**src/rtl/fu_ctrl_sequencer.sv**
```systemverilog
// rtl/fu_ctrl_sequencer.sv - firing/accumulation controller for a functional unit
module fu_ctrl_sequencer #(
  parameter int CNT_WIDTH = 16
) (
  input  logic                 clk_i,
  input  logic                 rst_ni,
  input  logic                 clr_i,
  input  logic                 feedback_i,
  input  logic [CNT_WIDTH-1:0] acc_len_i,
  input  logic                 use_din2_i,
  input  logic                 use_cin_i,
  input  logic                 in1_valid_i,
  input  logic                 in2_valid_i,
  input  logic                 cin_valid_i,
  output logic                 in1_ready_o,
  output logic                 in2_ready_o,
  output logic                 cin_ready_o,
  output logic                 out_valid_o,
  input  logic                 out_ready_i,
  output logic                 fu_en_o,
  output logic                 fu_clr_o,
  output logic [CNT_WIDTH-1:0] iter_cnt_o,
  output logic                 busy_o
);

  typedef enum logic [1:0] {
    S_INIT   = 2'd0,
    S_RUN    = 2'd1,
    S_FULL   = 2'd2,
    S_RELOAD = 2'd3
  } state_t;

  state_t               state_q, state_d;
  logic [CNT_WIDTH-1:0] iter_q, iter_d;
  logic [CNT_WIDTH-1:0] acc_len_q;
  logic [CNT_WIDTH-1:0] term_cnt;
  logic                 req_ok;
  logic                 last_iter;
  logic                 fire;

  // All configured operands present.
  assign req_ok = in1_valid_i & (in2_valid_i | ~use_din2_i) & (cin_valid_i | ~use_cin_i);

  // A zero length behaves like one firing per output; length is sampled so
  // a change only affects comparisons from the following cycle.
  assign term_cnt  = (acc_len_q == '0) ? '0 : acc_len_q - CNT_WIDTH'(1);
  assign last_iter = (iter_q == term_cnt);

  // Next-state, counter and firing decision; clear overrides everything.
  always_comb begin
    state_d = state_q;
    iter_d  = iter_q;
    fire    = 1'b0;
    unique case (state_q)
      S_INIT: state_d = S_RUN;
      S_RUN: begin
        fire = req_ok;
        if (fire) begin
          if (feedback_i) begin
            if (last_iter) begin
              state_d = S_FULL;
              iter_d  = '0;
            end else begin
              iter_d = iter_q + CNT_WIDTH'(1);
            end
          end else begin
            state_d = S_FULL;
          end
        end
      end
      S_FULL: begin
        if (feedback_i) begin
          if (out_ready_i) state_d = S_RELOAD;
        end else begin
          fire = req_ok & out_ready_i;
          if (out_ready_i & ~fire) state_d = S_RUN;
        end
      end
      S_RELOAD: state_d = S_INIT;
      default:  state_d = S_INIT;
    endcase
    if (clr_i) begin
      fire    = 1'b0;
      state_d = S_INIT;
      iter_d  = '0;
    end
  end

  // Controller state, accumulation count and sampled length.
  always_ff @(posedge clk_i or negedge rst_ni) begin
    if (!rst_ni) begin
      state_q   <= S_INIT;
      iter_q    <= '0;
      acc_len_q <= '0;
    end else begin
      state_q   <= state_d;
      iter_q    <= iter_d;
      acc_len_q <= acc_len_i;
    end
  end

  assign fu_en_o     = fire;
  assign in1_ready_o = fire;
  assign in2_ready_o = fire & use_din2_i;
  assign cin_ready_o = fire & use_cin_i;
  assign out_valid_o = (state_q == S_FULL);
  assign fu_clr_o    = clr_i | (state_q == S_RELOAD);
  assign iter_cnt_o  = iter_q;
  assign busy_o      = (state_q != S_RUN) | (iter_q != '0);

endmodule

```
**config.mk**
```make
export PLATFORM = sky130hd
export DESIGN_NAME = fu_ctrl_sequencer
export DESIGN_NICKNAME = d
export VERILOG_FILES = /design/src/rtl/fu_ctrl_sequencer.sv
export SDC_FILE = /design/constraint.sdc
export NUM_CORES = 1
export LEC_CHECK = 0
export BUFFER_PORTS_ARGS = -buffer_cell sky130_fd_sc_hd__buf_2
export CORE_ASPECT_RATIO = 0.75
export CORE_MARGIN = 4
export CORE_UTILIZATION = 59
export CTS_CLUSTER_SIZE = 8
export DETAILED_ROUTE_END_ITERATION = 10
export GPL_ROUTABILITY_DRIVEN = 0
export PLACE_DENSITY_LB_ADDON = 0.05
export SETUP_SLACK_MARGIN = 0.5
export SLEW_MARGIN = 20
export SYNTH_ARGS = -nofsm -noshare
export SYNTH_HDL_FRONTEND = slang
export SYNTH_SLANG_ARGS = --single-unit
```
**constraint.sdc**
```tcl
create_clock -name clk_i -period 7.4 [get_ports clk_i]
set_input_delay 1.48 -clock clk_i [delete_from_list [all_inputs] [get_ports clk_i]]
set_output_delay 1.48 -clock clk_i [all_outputs]
set_load 0.1 [all_outputs]
```
==> flow_summary_export.csv <==
group,metric,value,unit
grt,use_met2,32.07,%
final_layout,area_delta_synth_final,15.50,%
placement,port_buffers,48,
timing,setup_tns,0,ns
die,core_area,3756,µm²
grt,grtUsageTotal,23.53,%
clocking,root_buffer,"clkbuf_8",
drt,drt-pass1-iter-count,4,
power,vdd_ir_drop_max,113.0,µV
timing,tightest_slew,1.078,ns
clocking,clk_pin_slew,0.07,ns
grt,busiest_layer,"met1",
yosys,synthCells,257,
grt,grt_pass1_wl,9273,µm
yosys,synth_cell_types,56,
timing,setup_viol,0,
clocking,post_cts_buffers,0,
worst_setup_path,required,5.92,ns
grt,use_met3,6.052,%
clocking,clock_sinks,34,
die,io_pins,49,
die,die_w,80.87,µm
final_layout,nFillCells,319,
power,pwr-share-comb,26.3,%
yosys,yosysTopAreaCell,"dfrtp_1",
drt,via_per_inst,6.179,
power,swShare,33.88,%
drt,postRouteAntennaNets,0,
clocking,clk-insertion-delay-late,0.29,ns
final_layout,finalCoreUtilization,72.25,%
final_layout,antenna_cells,0,
worst_setup_path,worst_setup_path_start_kind,"primary input",
timing,fmax,0.2213,GHz
job,max_cap_viol_count,0,
yosys,synth_warnings,0,
worst_setup_path,critPathKind,"primary input to output port",
timing,finClkSkew,0.004732,ns
grt,antenna_found_initial,0,
drt,dr.first_iter.drc_count,134,
yosys,ys.flop_type,"dfrtp_1",
power,pwr_density_cell,210.5,nW/µm²
clocking,cts_resized,0,
timing,hold_viol_final,0,
clocking,htree_levels,2,
run_status,status,"finished, final reports clean",
drt,vias,2144,
timing,rsz0062_at_grt,"false",
yosys,ys_seq_elements,34,
power,p_leak,1.272,nW
yosys,synth_top_area_share,36.21,%
yosys,synth_fp_nets,290,
final_layout,num-nets-final,327,
yosys,async_flop_share,100.0,%
die,die_h,62.66,µm
worst_setup_path,crit_fanout,28,
placement,place_hpwl,4064,µm
clocking,numCtsBuffers,5,
final_layout,drive_above_1_share,23.39,%
clocking,cts_tree,"yes",
timing,final-max-slew-violation-count,0,
timing,period_share,61.08,%
grt,grtUsageMet1,35.92,%
timing,final.min_clock_period,4.520,ns
drt,drc,0,
die,dieArea,5067,µm²
die,initial_core_util,62.56,%
worst_setup_path,crit_arrival,3.04,ns
timing,max_slew_margin,27.85,%
yosys,synth_area,2350,µm²
power,p_sw,193.5,µW
yosys,synthTopCellsByArea,"dfrtp_1 (36%), nor4b_1 (6.7%), a211o_1 (3.7%)",
worst_hold_path,worstHoldPathType,"flip-flop to flip-flop",
grt,grt_overflow_total,0,
grt,grt_pass1_vias,1910,
grt,grt_max_degree,35,
power,share_seq_of_total_power,36.5,%
drt,drt_wl_total,5567,µm
yosys,synth_edf_count,0,
power,pwr-share-clk,37.2,%
clocking,cts_hold_buf,0,
clocking,clk_path_buf_depth,2,
worst_setup_path,cp-end-kind,"output port",
die,rows,19,
power,p_int,377.7,µW
yosys,ys_seq_area_share,36.21,%
yosys,avgSynthCellArea,9.143,µm²
drt,wire_per_inst,16.04,µm
==> per-layer routing <==
layer	part of all wire, %	vias up
met5	0	-
met4	0.61	0
met3	9.8	6
met2	42	98
met1	48	987
li1	-	1053
==> critical path, stage by stage <==
cell	delay [ns]
buf_2	0.09
inv_1	0.06
o221ai_1	0.18
or2_2	0.53
nor3_1	0.24
buf_2	0.45
==> worst paths after layout <==
kind / from / depth (start not counted) / to / slack, ns
worst max-delay path: use_din2_i / 6 / in2_ready_o / 2.88
worst min-delay path: state_q[1] / 1 / state_q[1] / 0.54
worst max register to register: acc_len_q[0] / 11 / iter_cnt_o[15] / 3.50
worst min register to register: state_q[1] / 1 / state_q[1] / 0.54
max in group asynchronous: rst_ni / 1 / iter_cnt_o[4] / 5.70
min in group asynchronous: rst_ni / 1 / acc_len_q[3] / 1.24
==> through the flow <==
| stage | hold slack, ns | worst slack, ns | area (µm²) | power, mW | cells |
|---|---|---|---|---|---|
| 2_1_floorplan | 0.4959 | 1.485 | 2350 | 0.3341 | 257 |
| 3_3_place_gp | 0.5304 | 2.921 | 2571 | 0.3585 | 339 |
| 3_5_place_dp | 0.5348 | 2.896 | 2571 | 0.3606 | 339 |
| 4_1_cts | 0.5407 | 2.892 | 2714 | 0.5746 | 347 |
| 5_1_grt | 0.5665 | 2.765 | 2714 | 0.6025 | 347 |
| 6_report | 0.5428 | 2.880 | 2714 | 0.5712 | 347 |
==> layout make-up <==
type                            instances  area, µm²  share of cell area, %
Clock inverter                          2      60.06                  2.213
Multi-Input combinational cell        191       1355                  49.93
Sequential cell                        34      850.8                  31.35
Inverter                               12      45.04                  1.660
Clock buffer                            6      82.58                  3.043
Tap cell                               52      65.06                  2.397
Timing Repair Buffer                   50      255.2                  9.405
==> synthesized netlist by cell type (8+ instances only) <==
master,n
nor4b_1,18
a211o_1,10
dfrtp_1,34
nor2_1,14
o21ai_0,10
nand2_1,15
nand4_1,10
nor3_1,11
clkbuf_1,13
nor4_1,9
and3_1,8
inv_1,12
nand3_1,8
==> kinds of logic (layout without fill, tap and decap cells) <==
group	Yosys count	in the layout	share of synthesized area, %
flops	34	34	36.21
compound gates	57	57	19.01
fa+ha+maj	7	7	3.727
mux	2	2	0.8520
xor+xnor	12	12	4.473
buf+inv	32	70	6.124
simple gates	113	113	29.61
==> cells in the final DEF (no fill, tap or decap), drive strengths merged, types with 3 or more instances in the layout <==
cell type and n:
inv 12, xor2 5, a21o 4, nor4 10, o21ai 10, nand3 8, nor2 14, clkbuf 6
nand2 15, or3 3, nand4 10, dfrtp 34, ha 7, nor3 11, and2 3, and3 8
nor4b 19, a211o 10, xnor2 7, buf 50, a21oi 6
==> power groups by stage <==
stage / Clock [mW] / Sequential [mW] / Combinational [mW]
detailed placement: 0 / 0.211 / 0.149
global placement: 0 / 0.211 / 0.147
global route: 0.229 / 0.210 / 0.164
CTS: 0.216 / 0.208 / 0.150
floorplan: 0 / 0.211 / 0.123
finish: 0.213 / 0.208 / 0.150
==> registers in the layout, indices dropped and copies added, names as in the netlist <==
name        flops
iter_cnt_o     16
acc_len_q      16
state_q         2
Power figures use the tool's default switching activity.
